==> src/rtl/adc_acq_pkg.sv <==
// Shared types and sizing helpers for the ADC acquisition controller.
package adc_acq_pkg;

  localparam int unsigned ADC_WIDTH = 16;

  typedef enum logic [1:0] {
    IDLE      = 2'd0,
    START     = 2'd1,
    WAIT_DATA = 2'd2,
    WAIT_TICK = 2'd3
  } acq_state_t;

  // Accumulator width: one sample plus headroom for 2^log2_avg samples.
  function automatic int unsigned acc_width(input int unsigned log2_avg);
    return ADC_WIDTH + log2_avg;
  endfunction

  // Bits needed to hold values 0..max_count-1 (at least one bit).
  function automatic int unsigned cnt_width(input int unsigned max_count);
    return (max_count > 1) ? $clog2(max_count) : 1;
  endfunction

endpackage

==> src/rtl/acq_downcounter.sv <==
// Loadable down-counter that saturates at zero and flags when it is there.
module acq_downcounter #(
  parameter int unsigned WIDTH = 8
) (
  input  logic             clk,
  input  logic             reset,
  input  logic             load,
  input  logic [WIDTH-1:0] load_value,
  input  logic             dec,
  output logic             zero_c
);

  logic [WIDTH-1:0] count;

  // Load has priority over decrement; decrement stops at zero.
  always_ff @(posedge clk or posedge reset) begin
    if (reset) begin
      count <= '0;
    end else if (load) begin
      count <= load_value;
    end else if (dec && (count != '0)) begin
      count <= count - WIDTH'(1);
    end
  end

  assign zero_c = (count == '0);

endmodule

==> src/rtl/adc_acq_ctrl.sv <==
// Periodic ADC acquisition: issues start pulses, waits for samples with a
// timeout and delivers the truncated mean of 2^LOG2_AVG accepted samples.
// Optional hysteretic threshold alarm is built when ADC_ALARM_EN is defined.
module adc_acq_ctrl
  import adc_acq_pkg::*;
#(
  parameter int unsigned PERIOD   = 1000,
  parameter int unsigned LOG2_AVG = 3,
  parameter int unsigned TIMEOUT  = 64
) (
  input  logic                 clk,
  input  logic                 reset,
  input  logic                 enable,
  output logic                 start_conversion,
  input  logic [ADC_WIDTH-1:0] adc_data,
  input  logic                 data_ready,
  output logic [ADC_WIDTH-1:0] avg_data,
  output logic                 avg_valid,
  output logic                 timeout_err
`ifdef ADC_ALARM_EN
  ,
  input  logic [ADC_WIDTH-1:0] thr_hi,
  input  logic [ADC_WIDTH-1:0] thr_lo,
  output logic                 alarm
`endif
);

  localparam int unsigned ACC_W    = acc_width(LOG2_AVG);
  localparam int unsigned CNT_W    = (LOG2_AVG > 0) ? LOG2_AVG : 1;
  localparam int unsigned LAST_IDX = (1 << LOG2_AVG) - 1;
  localparam int unsigned PER_W    = cnt_width(PERIOD);
  localparam int unsigned TO_W     = cnt_width(TIMEOUT);

  acq_state_t           state;
  logic [ACC_W-1:0]     acc;
  logic [CNT_W-1:0]     sample_cnt;

  logic                 per_zero_c;
  logic                 to_zero_c;
  logic                 enter_start_c;
  logic                 per_dec_c;
  logic                 to_dec_c;
  logic                 accept_c;
  logic                 last_c;
  logic [ACC_W-1:0]     sum_c;
  logic [ADC_WIDTH-1:0] mean_c;

  // Transition qualifiers, counter controls and the running sum/mean.
  always_comb begin
    enter_start_c = 1'b0;
    per_dec_c     = 1'b0;
    to_dec_c      = 1'b0;
    accept_c      = 1'b0;
    last_c        = 1'b0;
    sum_c         = '0;
    mean_c        = '0;

    enter_start_c = enable && ((state == IDLE) ||
                               ((state == WAIT_TICK) && per_zero_c));
    // Period runs in every active state so starts stay exactly PERIOD apart;
    // timeout also runs during START so it expires TIMEOUT edges after it.
    per_dec_c     = (state != IDLE);
    to_dec_c      = (state == START) || (state == WAIT_DATA);
    accept_c      = enable && (state == WAIT_DATA) && data_ready;
    last_c        = (sample_cnt == CNT_W'(LAST_IDX));
    sum_c         = acc + ACC_W'(adc_data);
    mean_c        = ADC_WIDTH'(sum_c >> LOG2_AVG);
  end

  acq_downcounter #(.WIDTH(PER_W)) u_period (
    .clk        (clk),
    .reset      (reset),
    .load       (enter_start_c),
    .load_value (PER_W'(PERIOD - 1)),
    .dec        (per_dec_c),
    .zero_c     (per_zero_c)
  );

  acq_downcounter #(.WIDTH(TO_W)) u_timeout (
    .clk        (clk),
    .reset      (reset),
    .load       (enter_start_c),
    .load_value (TO_W'(TIMEOUT - 1)),
    .dec        (to_dec_c),
    .zero_c     (to_zero_c)
  );

  // Acquisition state machine with registered pulses and averaging.
  always_ff @(posedge clk or posedge reset) begin
    if (reset) begin
      state            <= IDLE;
      start_conversion <= 1'b0;
      avg_valid        <= 1'b0;
      timeout_err      <= 1'b0;
      avg_data         <= '0;
      acc              <= '0;
      sample_cnt       <= '0;
    end else begin
      start_conversion <= enter_start_c;
      avg_valid        <= 1'b0;
      timeout_err      <= 1'b0;

      if (!enable) begin
        // Drop any partial average; the last mean stays on avg_data.
        state      <= IDLE;
        acc        <= '0;
        sample_cnt <= '0;
      end else begin
        case (state)
          IDLE: begin
            state <= START;
          end
          START: begin
            state <= WAIT_DATA;
          end
          WAIT_DATA: begin
            if (accept_c) begin
              state <= WAIT_TICK;
              if (last_c) begin
                avg_data   <= mean_c;
                avg_valid  <= 1'b1;
                acc        <= '0;
                sample_cnt <= '0;
              end else begin
                acc        <= sum_c;
                sample_cnt <= sample_cnt + CNT_W'(1);
              end
            end else if (to_zero_c) begin
              timeout_err <= 1'b1;
              state       <= WAIT_TICK;
            end
          end
          WAIT_TICK: begin
            if (per_zero_c) begin
              state <= START;
            end
          end
          default: begin
            state <= IDLE;
          end
        endcase
      end
    end
  end

`ifdef ADC_ALARM_EN
  // Hysteretic alarm evaluated on each new mean; set wins over clear.
  always_ff @(posedge clk or posedge reset) begin
    if (reset) begin
      alarm <= 1'b0;
    end else if (accept_c && last_c) begin
      if (mean_c > thr_hi) begin
        alarm <= 1'b1;
      end else if (mean_c < thr_lo) begin
        alarm <= 1'b0;
      end
    end
  end
`endif

endmodule

==> config.mk <==
export PLATFORM = sky130hd
export DESIGN_NAME = adc_acq_ctrl
export DESIGN_NICKNAME = d
export VERILOG_FILES = /design/src/rtl/adc_acq_pkg.sv /design/src/rtl/acq_downcounter.sv /design/src/rtl/adc_acq_ctrl.sv
export SDC_FILE = /design/constraint.sdc
export NUM_CORES = 1
export LEC_CHECK = 0
export ABC_AREA = 1
export ABC_CLOCK_PERIOD_IN_PS = 1800
export CORE_MARGIN = 1.5
export CORE_UTILIZATION = 48
export CTS_CLUSTER_SIZE = 20
export DETAILED_ROUTE_END_ITERATION = 16
export GPL_ROUTABILITY_DRIVEN = 1
export PLACE_DENSITY = 0.72
export SYNTH_ARGS = -nofsm -noshare
export SYNTH_HDL_FRONTEND = slang
export SYNTH_SLANG_ARGS = --single-unit
==> constraint.sdc <==
create_clock -name clk -period 1.8 [get_ports clk]
set_input_delay 0.18 -clock clk [delete_from_list [all_inputs] [get_ports clk]]
set_output_delay 0.18 -clock clk [all_outputs]
set_load 0.01 [all_outputs]
Yosys cells after proc, flatten, opt, wreduce, memory -nomap -nowiden
Cells that the tools add are included.

Register bits after elaboration: 59. Bits of input ports: 20. Output and inout bits: 19. Logic and storage cells: 65.

Add/sub/neg operators: 4. Eq/ne operators: 8. Multiplexer cells: 25. Reduce and logical (&&, ||, !) cells: 19.

Operators by type and width (count): 2-to-1 mux 19 bit (4); 2-to-1 mux 10 bit (2); adder 19 x 16 -> 19 bit (1); 2-to-1 mux 3 bit (4); 2-to-1 mux 6 bit (2); logical NOT 10 bit (1); nonzero test 10 bit (1); subtractor 10 x 1 -> 10 bit (second input constant) (1); 2-to-1 mux 1 bit (8); 2-to-1 mux 2 bit (4); case mux 2 bit (4 select lines) (1); logical AND 1 bit (6); logical NOT 6 bit (1); nonzero test 2 bit (3); nonzero test 6 bit (1); subtractor 6 x 1 -> 6 bit (second input constant) (1); equality test 2 bit (second input constant) (2); inequality test 2 x 1 -> 1 bit (second input constant) (2); inequality test 4 bit (second input constant) (1); AND reduction 2 bit (2); AND reduction 4 bit (1); adder 3 x 1 -> 3 bit (second input constant) (1); equality test 3 bit (second input constant) (1); inequality test 3 bit (second input constant) (1); other kinds (3) (4).

Depth between registers and ports, before layout
Word-level depth: 6. Mapped depth: 12. Depth with buffers taken out: 12.

Cells and area by module
Synthesis repeated with hierarchy kept, for this count alone.

Cells, all modules: 539. Area, all modules: 3967.6 µm².

By module, submodules not included: adc_acq_ctrl (instances 1, cells an instance 364, area each 2758.9 µm², sequential area each 1076.0 µm²); acq_downcounter at u_period (instances 1, cells an instance 119, area each 754.5 µm², sequential area each 250.2 µm²); acq_downcounter at u_timeout (instances 1, cells an instance 56, area each 454.2 µm², sequential area each 150.1 µm²).

Worst setup path after synthesis
Ideal clock, no wire load.

Kind: register to register. Start point: register acc[0]. End point: register acc[16]. Setup time: 0.117 ns. Arrival: 1.597 ns. Data required time: 1.683 ns. Setup slack: 0.086 ns. Stages on the path, launching flop included: 11. Period minus slack after synthesis: 1.714 ns. Cell sequence: dfrtp_1 ha_1 fa_1 nand3_1 nand3_1 nand2_1 nand2_1 nand2_1 nand3b_1 nand3_1 nand2_1.

Cells in the longest elaborated chain, start to end: 5.

Ends and longest elaborated chain: from (decl) (RTL line adc_acq_ctrl.sv:35) `logic [ACC_W-1:0] acc;`; from (signal assigned) (RTL line adc_acq_ctrl.sv:125) `acc <= sum_c;`; adder 19 x 16 -> 19 bit (RTL line adc_acq_ctrl.sv:66) `sum_c = acc + ACC_W'(adc_data);`; 2-to-1 mux 19 bit (RTL line adc_acq_ctrl.sv:119) `if (last_c) begin`; 2-to-1 mux 19 bit (RTL line adc_acq_ctrl.sv:117) `if (accept_c) begin`; 2-to-1 mux 19 bit (RTL line adc_acq_ctrl.sv:109) `case (state)`; 2-to-1 mux 19 bit (RTL line adc_acq_ctrl.sv:103) `if (!enable) begin`.

Every way passes these cells. The select of a mux whose other input is x is not followed. A chain may end at the register's enable or synchronous reset.

Final worst setup path
Start point: register acc[6]. End point: register avg_data[12].

Cells in the longest elaborated chain, start to end: 1.

Ends and longest elaborated chain: adder 19 x 16 -> 19 bit (RTL line adc_acq_ctrl.sv:66); to (signal assigned) (RTL line adc_acq_ctrl.sv:120) `avg_data <= mean_c;`; to (decl) (RTL line adc_acq_ctrl.sv:17) `output logic [ADC_WIDTH-1:0] avg_data,`.

Every way passes these cells.

==> run summary <==
Area leader, netlist: dfrtp_1
Path type of the worst setup path: reg2reg
Achievable clock frequency: 0.582 GHz
Metal-1 WL: 4270 µm
Synth top cells by count: nand2_1 (175), dfrtp_1 (59), inv_1 (56)
Pwr dens: 1020 nW/µm²
Antenna Cells: 0
Worst R2R Path Depth: 9
Crit path depth: 9
Worst slack at placement: -0.326 ns
Crit path DAT: 1.96 ns
Port-buffer cells: 38
GRT overflow: 0
Hold_ws: 0.0956 ns
Share of layout cells above drive strength 1: 16.6%
Placed Area: 4370 µm²
Post-route ant nets: 0
Post-synth ARST share: 100%
Worst Setup Slack, final: 0.0808 ns
Post-synth EDFFs: 0
Max_slew headroom: 71.6%
Synth top area cells: dfrtp_1 (40%), nand2_1 (18%), ha_1 (8.6%), nand3_1 (6.6%), inv_1 (5.8%)
Reg-to-reg slack, setup: 0.08 ns
Synth Net Count: 528
Most frequent cell after synthesis: nand2_1
Slew Limit Fails: 0
Layout area overhead: 31.5%
Max stage delay cell, worst path: dfrtp_1
Clock Skews: 0.0109 ns
Worst R2R Start: acc[6]$_DFFE_PP0P_
Cts bufs inserted: 9
Gpl congestion: 0.859
Die area: 8130 µm²
DRC: 0
Wirelength per Cell: 13.9 µm
Share of the clock period used by the worst path: 95.5%
Avg Vias per Cell: 5.09
Starting Density: 50.0%
Vias: 3,354
GRT Util Overall: 22.8%
Min-Delay Path Class: in2async
Layout Cells excl Fill: 659
Initial antenna violation count: 0
Critical path buffers and inverters: 1
Top layer in use: met4
# setup viols final: 0
Met2 wire len: 4270 µm
Die Height: 90.2 µm
Crit path top cell by count: nand2_1
Worst path cell trace: ha_1, nand2_1, inv_1, a21oi_1, nand2_2, nand2_1, nand3b_1, nand3_1, nand2_1
Worst EP required: 2.04 ns
CTS tree: yes
Synthesis-stage register bit count: 59
Clock sink count: 59
Register area share after synthesis: 40.5%
# nets final: 601
Die width: 90.2 µm
Critical path's largest stage delay: 0.39 ns
CP Launch Type: flip-flop
Core area: 7290 µm²
Root buffer cell: clkbuf_8
Minimum clock period: 1.72 ns
Vias in the first global route: 3,238
Largest net degree at the start of global routing: 47
Leakage: 0.00250 µW
Syn avg cell area: 7.57 µm²
Worst setup EP type: flip-flop
Final Routed Wirelength: 9150 µm
Ys flop type: dfrtp_1
Status: finished, final reports clean
Launch point of the worst path: acc[6]$_DFFE_PP0P_
Num ports: 39
Drt pass-1 iters: 4
Synth cell types: 34
Row count: 31
Cts hold-fix bufs: 0
Routed length on met3: 404 µm
Synthesized area: 3650 µm²
DRT iter0 DRCs: 194
Clock latency on the worst-skew pair: 0.35 ns
Total power: 4890 µW
Design area: 4800 µm²
Maximum vdd drop: 0.439 mV
Cells after Synth: 482
Worst-path clk slew: 0.08 ns
Worst reg2reg endpoint: avg_data[12]$_DFFE_PP0P_
Max Fanout on Critical Path: 4
Yosys top cell area share: 40.5%
Slew of the pin with the lowest slew margin: 0.422 ns
Unrepaired setup endpoints after global routing: yes
Synth warn: 0
Max-cap violations: 0
Placed wire-length estimate: 6130 µm
CP delay by family, top: simple AND/OR/NAND/NOR gates
H-tree depth: 3
Hold Fails Final Rpt: 0
Clock Tree Buf Depth: 2
Placed Cells: 641
First-pass GRT wire length: 15,000 µm
[registers in the layout, summed over array words and instances, names as in the netlist]
name	flops
acc	19
avg_data	16
u_period.count	10
u_timeout.count	6
sample_cnt	3
state	2
avg_valid	1
start_conversion	1
timeout_err	1
[cell usage in the layout (no fill, tap or decap), types with 3 or more instances in the layout]
master	n
xnor2_1	3
a21oi_1	14
nand2_2	6
xor2_1	7
nand3_2	3
ha_4	7
inv_2	5
clkdlybuf4s50_1	38
dfrtp_1	59
inv_1	54
clkbuf_8	10
buf_12	4
nor2_1	23
nand2_1	169
ha_1	16
nand3_1	43
buf_4	26
nor2_2	5
a22o_1	4
o21ai_0	18
a21oi_2	3
nand3b_1	9
[how the worst max path moves through the flow]
stage / to / slack [ns]
global placement: avg_data[11]$_DFFE_PP0P_ / -0.24
CTS: acc[12]$_DFFE_PP0P_ / 0.02
detailed placement: acc[14]$_DFFE_PP0P_ / -0.33
floorplan: acc[16]$_DFFE_PP0P_ / 0.09
finish: avg_data[12]$_DFFE_PP0P_ / 0.08
global route: acc[16]$_DFFE_PP0P_ / -0.06
[through the flow]
step	setup TNS, ns	util (%)
2_1_floorplan	0	-
3_3_place_gp	-4.25	60.0
3_5_place_dp	-5.17	60.0
4_1_cts	0	63.2
5_1_grt	-0.236	65.8
6_report	0	65.8
[cell type report]
class,instances,area [µm²]
clock inverters,6,87.6
well taps,99,124
fillers,631,2490
flip-flops and latches,59,1480
inverters,60,228
repair buffers,68,656
multi-input cells,357,2090
clock buffers,10,138
[worst register-to-register path, stage by stage (launching register included)]
cell and delay, ns:
dfrtp_1 0.39, ha_1 0.33, nand2_1 0.12, inv_1 0.07
a21oi_1 0.21, nand2_2 0.13, nand2_1 0.10, nand3b_1 0.10
nand3_1 0.10, nand2_1 0.06
[metal layers]
| metal | vias up | track usage [%] |
|---|---|---|
| met1 | 1568 | 30.7 |
| met2 | 77 | 36.2 |
| met5 | - | 0 |
| met3 | 22 | 3.72 |
| met4 | 0 | 9.92 |
| li1 | 1687 | - |
[report_power, final]
part | switching, µW | internal [µW]
Sequential | 154 | 1530
Combinational | 1080 | 711
Clock | 590 | 820
Total | 1820 | 3070
[what timing repair did]
action	CTS	global route
endpoints found under the setup margin	13	27
buffers inserted	0	2
resized for setup	3	33
pin swaps	0	9
[cells by family (layout without fill, tap and decap cells)]
kind of cell / Yosys count / after routing / synth area share (%)
AO/OA/AOI/OAI: 45 / 45 / 7.03
AND/OR/NAND/NOR: 276 / 276 / 33.7
XOR/XNOR: 10 / 10 / 2.40
adder cells (fa/ha/maj): 26 / 26 / 9.12
buffers and inverters: 66 / 144 / 7.27
flip-flops: 59 / 59 / 40.5
(Power assumes the default switching activity.)
